$ cat config.mk
export PLATFORM = sky130hd
export DESIGN_NAME = wiegand_tx
export DESIGN_NICKNAME = d
export VERILOG_FILES = /design/src/rtl/wiegand_pkg.sv /design/src/rtl/wiegand_tx_timer.sv /design/src/rtl/wiegand_tx.sv
export SDC_FILE = /design/constraint.sdc
export NUM_CORES = 1
export LEC_CHECK = 0
export BUFFER_PORTS_ARGS = -buffer_cell sky130_fd_sc_hd__buf_4
export CELL_PAD_IN_SITES_DETAIL_PLACEMENT = 1
export CELL_PAD_IN_SITES_GLOBAL_PLACEMENT = 1
export CORE_AREA = 2 2 87 89
export CTS_BUF_LIST = sky130_fd_sc_hd__clkbuf_16
export DETAILED_ROUTE_END_ITERATION = 7
export DIE_AREA = 0 0 89 91
export PLACE_DENSITY = 0.84
export SLEW_MARGIN = 20
export SYNTH_ARGS = -nofsm -noshare
export SYNTH_HDL_FRONTEND = slang
export SYNTH_SLANG_ARGS = --single-unit
$ cat constraint.sdc
create_clock -name clk -period 3 [get_ports clk]
set_input_delay 0 -clock clk [delete_from_list [all_inputs] [get_ports clk]]
set_output_delay 0 -clock clk [all_outputs]
set_load 0.01 [all_outputs]
$ cat src/rtl/wiegand_pkg.sv
// Shared Wiegand definitions for the transmitter and input decoder.
// Frame size, FSM states, channel codes, timing defaults, parity.
package wiegand_pkg;

  localparam int WG_BITS = 26;

  localparam int WG_PULSE_W    = 100;
  localparam int WG_BIT_PERIOD = 2000;
  localparam int WG_FRAME_GAP  = 6000;

  typedef enum logic [1:0] {
    IDLE,
    PULSE,
    SPACE,
    FGAP
  } wg_state_e;

  typedef enum logic [1:0] {
    CH_OUT0 = 2'b00,
    CH_OUT1 = 2'b01,
    CH_OUT2 = 2'b10,
    CH_ALL  = 2'b11
  } wg_chan_e;

  function automatic int wg_max(int a, int b);
    return (a > b) ? a : b;
  endfunction

  // Bit that makes the total count of ones even.
  function automatic logic wg_even_par(logic [11:0] v);
    return ^v;
  endfunction

  // Bit that makes the total count of ones odd.
  function automatic logic wg_odd_par(logic [11:0] v);
    return ~^v;
  endfunction

endpackage

$ cat src/rtl/wiegand_tx_timer.sv
// Loadable down-counter; tc_o is high while the count sits at zero.
// Loading N gives exactly N cycles until the state ends.
module wiegand_timer
  import wiegand_pkg::*;
#(
  parameter int W = 8
) (
  input  logic         clk,
  input  logic         nReset,
  input  logic         start_i,
  input  logic [W-1:0] len_i,
  output logic         tc_o
);

  localparam logic [W-1:0] ONE = W'(1);

  logic [W-1:0] cnt_q;

  // Reload on a state change, otherwise count down and hold at zero.
  always_ff @(posedge clk or negedge nReset) begin
    if (!nReset) begin
      cnt_q <= '0;
    end else if (start_i) begin
      cnt_q <= len_i - ONE;
    end else if (cnt_q != '0) begin
      cnt_q <= cnt_q - ONE;
    end
  end

  assign tc_o = (cnt_q == '0);

endmodule

$ cat src/rtl/wiegand_tx.sv
// 26-bit Wiegand transmitter: shifts a latched word MSB first onto
// up to three D0/D1 line pairs and raises an active-low done interrupt.
module wiegand_tx
  import wiegand_pkg::*;
#(
  parameter int PULSE_W    = WG_PULSE_W,
  parameter int BIT_PERIOD = WG_BIT_PERIOD,
  parameter int FRAME_GAP  = WG_FRAME_GAP,
  parameter int GEN_PARITY = 1
) (
  input  logic        clk,
  input  logic        nReset,
  input  logic        load,
  input  logic [25:0] data_in,
  input  logic [1:0]  chan_sel,
  input  logic        ack,
  output logic        busy,
  output logic        eint_wil_output,
  output logic [1:0]  wil_out0,
  output logic [1:0]  wil_out1,
  output logic [1:0]  wil_out2
);

  localparam int CW =
    $clog2(wg_max(BIT_PERIOD, FRAME_GAP)) + 1;

  localparam logic [CW-1:0] LEN_PULSE = CW'(PULSE_W);
  localparam logic [CW-1:0] LEN_SPACE = CW'(BIT_PERIOD - PULSE_W);
  localparam logic [CW-1:0] LEN_GAP   = CW'(FRAME_GAP);
  localparam logic [4:0]    LAST_BIT  = 5'(WG_BITS - 1);

  wg_state_e            state_q, state_d;
  logic [WG_BITS-1:0]   sreg_q, sreg_d;
  logic [1:0]           chan_q, chan_d;
  logic [4:0]           bcnt_q, bcnt_d;
  logic                 busy_q, busy_d;
  logic                 eint_q, eint_d;
  logic [1:0]           out0_q, out0_d;
  logic [1:0]           out1_q, out1_d;
  logic [1:0]           out2_q, out2_d;
  logic [WG_BITS-1:0]   load_word;
  logic [1:0]           pair;
  logic                 tstart;
  logic [CW-1:0]        tlen;
  logic                 tc;

  wiegand_timer #(
    .W(CW)
  ) u_timer (
    .clk    (clk),
    .nReset (nReset),
    .start_i(tstart),
    .len_i  (tlen),
    .tc_o   (tc)
  );

  // Frame word as latched: optionally overwrite the parity positions.
  always_comb begin
    load_word = data_in;
    if (GEN_PARITY != 0) begin
      load_word[25] = wg_even_par(data_in[24:13]);
      load_word[0]  = wg_odd_par(data_in[12:1]);
    end
  end

  // Next state, timer control and the registered line levels.
  always_comb begin
    state_d = state_q;
    sreg_d  = sreg_q;
    chan_d  = chan_q;
    bcnt_d  = bcnt_q;
    busy_d  = busy_q;
    eint_d  = eint_q;
    tstart  = 1'b0;
    tlen    = LEN_PULSE;
    if (ack) eint_d = 1'b1;
    unique case (state_q)
      IDLE: begin
        if (load) begin
          sreg_d  = load_word;
          chan_d  = chan_sel;
          bcnt_d  = '0;
          busy_d  = 1'b1;
          eint_d  = 1'b1;
          state_d = PULSE;
          tstart  = 1'b1;
          tlen    = LEN_PULSE;
        end
      end
      PULSE: begin
        if (tc) begin
          state_d = SPACE;
          tstart  = 1'b1;
          tlen    = LEN_SPACE;
        end
      end
      SPACE: begin
        if (tc) begin
          sreg_d = {sreg_q[WG_BITS-2:0], 1'b0};
          bcnt_d = bcnt_q + 5'd1;
          tstart = 1'b1;
          if (bcnt_q == LAST_BIT) begin
            state_d = FGAP;
            tlen    = LEN_GAP;
          end else begin
            state_d = PULSE;
            tlen    = LEN_PULSE;
          end
        end
      end
      FGAP: begin
        if (tc) begin
          state_d = IDLE;
          busy_d  = 1'b0;
          eint_d  = 1'b0;
        end
      end
      default: state_d = IDLE;
    endcase

    pair = 2'b11;
    if (state_d == PULSE) begin
      pair = sreg_d[WG_BITS-1] ? 2'b01 : 2'b10;
    end
    out0_d = 2'b11;
    out1_d = 2'b11;
    out2_d = 2'b11;
    if (chan_d == CH_OUT0 || chan_d == CH_ALL) out0_d = pair;
    if (chan_d == CH_OUT1 || chan_d == CH_ALL) out1_d = pair;
    if (chan_d == CH_OUT2 || chan_d == CH_ALL) out2_d = pair;
  end

  // State and output registers; reset releases all lines at once.
  always_ff @(posedge clk or negedge nReset) begin
    if (!nReset) begin
      state_q <= IDLE;
      sreg_q  <= '0;
      chan_q  <= '0;
      bcnt_q  <= '0;
      busy_q  <= 1'b0;
      eint_q  <= 1'b1;
      out0_q  <= 2'b11;
      out1_q  <= 2'b11;
      out2_q  <= 2'b11;
    end else begin
      state_q <= state_d;
      sreg_q  <= sreg_d;
      chan_q  <= chan_d;
      bcnt_q  <= bcnt_d;
      busy_q  <= busy_d;
      eint_q  <= eint_d;
      out0_q  <= out0_d;
      out1_q  <= out1_d;
      out2_q  <= out2_d;
    end
  end

  assign busy            = busy_q;
  assign eint_wil_output = eint_q;
  assign wil_out0        = out0_q;
  assign wil_out1        = out1_q;
  assign wil_out2        = out2_q;

endmodule
==> results.sh <==
export IMPL_rsz0062_at_grt="no"
export IMPL_layout_common_cells="dfrtp_1 (50), buf_4 (42), inv_1 (33)"
export IMPL_clk_path_buf_depth=2
export IMPL_row_count=31
export IMPL_path_class="register to register"
export IMPL_cts_htree_levels=3
export IMPL_hold_viol=0
export IMPL_synthToLayoutAreaGrowth_pct=31.22
export IMPL_power_leakage_nw=2.004
export IMPL_synth_edf_count=0
export IMPL_netlist_area_um2=3131
export IMPL_cp_cell_sequence="inv_1, ha_1, and2_1, a21oi_1, a21o_1, buf_4, a222oi_1, inv_1"
export IMPL_cts_root_buffer="clkbuf_16"
export IMPL_cp_data_arrival_time_ns=2.86
export IMPL_fmax_ghz=0.3728
export IMPL_fin_util_pct=57.56
export IMPL_seq_power_share_pct=37.8
export IMPL_grt_max_degree=58
export IMPL_firstDrtPassIters=7
export IMPL_slew_headroom_pct=49.06
export IMPL_cts_buffers=9
export IMPL_register_area_um2=1435
export IMPL_grt_usage_pct=29.30
export IMPL_gp_congestion=0.7976
export IMPL_power_density_nw_per_um2=495.8
export IMPL_yosys_area_top_type="dfrtp_1"
export IMPL_path_clk_slew_ns=0.06
export IMPL_critPathTopFamily="compound AO/OA/AOI/OAI gates"
export IMPL_syn_area_per_cell_um2=10.10
export IMPL_report_power_total_mw=2.037
export IMPL_synth_cells=310
export IMPL_grt_overflow_total=0
export IMPL_finalSetupTns_ns=0
export IMPL_multi_input_area_um2=1519
export IMPL_synth_seq_area_share_pct=45.84
export IMPL_end_kind="register"
export IMPL_die_h_um=91
export IMPL_nets=422
export IMPL_ir_worst_vdd_mv=0.3132
export IMPL_skew_ns=0.01090
export IMPL_setup_violations=0
export IMPL_worstPathMaxFanout=25
export IMPL_cpMaxStageDelayCell="a222oi_1"
export IMPL_grt_pass1_wl_mm=17.71
export IMPL_intPower_mw=1.579
export IMPL_critical_path_required_ns=3.17
export IMPL_netlist_top_cells_area="dfrtp_1 (40%), a222oi_1 (7.4%), dfstp_2 (5.9%)"
export IMPL_synthArstFlopShare_pct=100.0
export IMPL_start_util_pct=43.86
export IMPL_grt_pass1_vias=3199
export IMPL_die_width_um=89
export IMPL_power_share_clock_pct=54.2
export IMPL_antenna_found_initial=0
export IMPL_synth_fp_nets=353
export IMPL_cts_tree="yes"
export IMPL_switching_share_pct=22.46
export IMPL_drt_iter0_drc=354
export IMPL_synth_warnings=0
export IMPL_synth_seq_cells=57
export IMPL_cap_violations=0
export IMPL_slew_violations=0
export IMPL_portBuffers=37
export IMPL_tightest_slew_ns=0.7641
export IMPL_outcome="completed"
export IMPL_vias_per_cell=5.967
export IMPL_drive_gt1_share_pct=19.01
export IMPL_wl_mm=10.90
export IMPL_n_fill_cell=781
export IMPL_pin_count=40
export IMPL_post_route_period_util_pct=89.41
export IMPL_avgRoutedWirePerCell_um=22.51
export IMPL_dieArea_um2=8099
export IMPL_timing_hold_ws_ns=0.09545
export IMPL_synth_top_area_share_pct=39.97
export IMPL_coreArea_um2=7137
export IMPL_fin_crit_ns=2.682
export IMPL_antenna_left=0
export IMPL_cp_common_cell="inv_1"
export IMPL_numClockSinks=57
export IMPL_cp_buffers_inverters=3
export IMPL_cpPeakStageDelay_ns=0.53
export IMPL_crit_path_start_kind="register"
export IMPL_dpl_hpwl_mm=5.634
export IMPL_hp_class="input port to register"
export IMPL_ys_flop_type="dfrtp_1"
export IMPL_vias=2888
export IMPL_power_frac_comb_pct=8.0
export IMPL_layout_commonest_cell="dfrtp_1"
export IMPL_route_detailed_drc=0
export IMPL_clk_latency_ns=0.33
export IMPL_switching_power_mw=0.4575
export IMPL_ys_types=51
[cells in the mapped netlist (all sizes together), types with 2 or more instances]
cell type,count
buf,4
nor2b,2
xor2,8
nand3b,4
nor2,24
dfrtp,50
inv,32
nand4,6
nor3,6
and2,5
nor4,3
xnor2,18
clkbuf,8
nand2b,3
or3,3
o21ai,21
o31ai,4
o22ai,2
mux2i,5
nand3,5
ha,11
or4,3
dfstp,7
and3,2
nand2,17
a222oi,23
a21oi,18
[final timing paths]
kind | start | end | slack (ns) | depth (start not counted)
max | state_q[0] | sreg_q[18] | 0.32 | 8
min | data_in[24] | sreg_q[24] | 0.1 | 3
max reg2reg | state_q[0] | sreg_q[18] | 0.32 | 8
min reg2reg | sreg_q[7] | sreg_q[8] | 0.52 | 2
max in group asynchronous | nReset | state_q[1] | 2.20 | 2
min in group asynchronous | nReset | u_timer.cnt_q[2] | 0.29 | 2
[layer usage]
metal | wire length, µm | share of wire (%) | GRT usage, % | vias up
met5 | 0 | 0 | 0 | -
met4 | 308 | 2.8 | 10.82 | 0
met3 | 504 | 4.6 | 4.818 | 23
met2 | 5738 | 53 | 49.63 | 126
met1 | 4345 | 40 | 37.07 | 1470
li1 | - | - | - | 1269
[worst min-delay path: cells and delay by family]
kind	cells	cell delay [ns]
AOI/OAI and AO/OA	2	0.25
buffers and inverters	1	0.12
[power by group through the flow]
stage,combinational (mW),sequential (mW),clock [mW]
3_3_place_gp,0.119,0.783,0
5_1_grt,0.172,0.769,1.15
2_1_floorplan,0.0586,0.783,0
6_report,0.164,0.770,1.10
4_1_cts,0.153,0.770,1.10
3_5_place_dp,0.124,0.783,0
[area by class of cell]
| type | count | share of cell area (%) |
|---|---|---|
| well taps | 99 | 3.016 |
| clock buffers | 9 | 5.483 |
| multi-input cells | 209 | 36.98 |
| diodes | 1 | 0.06092 |
| repair buffers | 70 | 14.50 |
| clock inverters | 7 | 2.102 |
| inverters | 32 | 2.924 |
| flip-flops and latches | 57 | 34.94 |
[cell families (layout without fill, tap and decap cells)]
| family | after synthesis | after routing | synth area share, % |
|---|---|---|---|
| AND/OR/NAND/NOR | 87 | 87 | 16.23 |
| AO/OA/AOI/OAI | 79 | 79 | 18.31 |
| flip-flops | 57 | 57 | 45.84 |
| buffers and inverters | 44 | 118 | 5.636 |
| XOR/XNOR | 27 | 27 | 7.994 |
| adder cells (fa/ha/maj) | 11 | 11 | 4.396 |
| multiplexers | 5 | 5 | 1.599 |
| other | 0 | 1 | 0 |
[stage by stage]
step | cell area [µm²] | instances | setup WS, ns
after CTS | 4095 | 482 | 0.4149
after detailed placement | 3513 | 439 | 0.4391
after floorplan | 3131 | 310 | 0.8142
final | 4108 | 484 | 0.3178
after global routing | 4105 | 483 | 0.05415
after global placement | 3513 | 439 | 0.5841
[timing repair]
item                                   in CTS  in global routing
gates resized for setup                     0                  0
endpoints found under the hold margin      77                  1
setup buffers                               0                  0
hold buffers                               27                  1
[state kept, by name (all words and copies together), names as in the netlist]
name and cells:
eint_wil_output 1, chan_q 2, sreg_q 26, busy 1
bcnt_q 5, wil_out1 2, wil_out0 2, u_timer.cnt_q 14
state_q 2, wil_out2 2
Note: power is estimated with default switching activity, not from simulation.
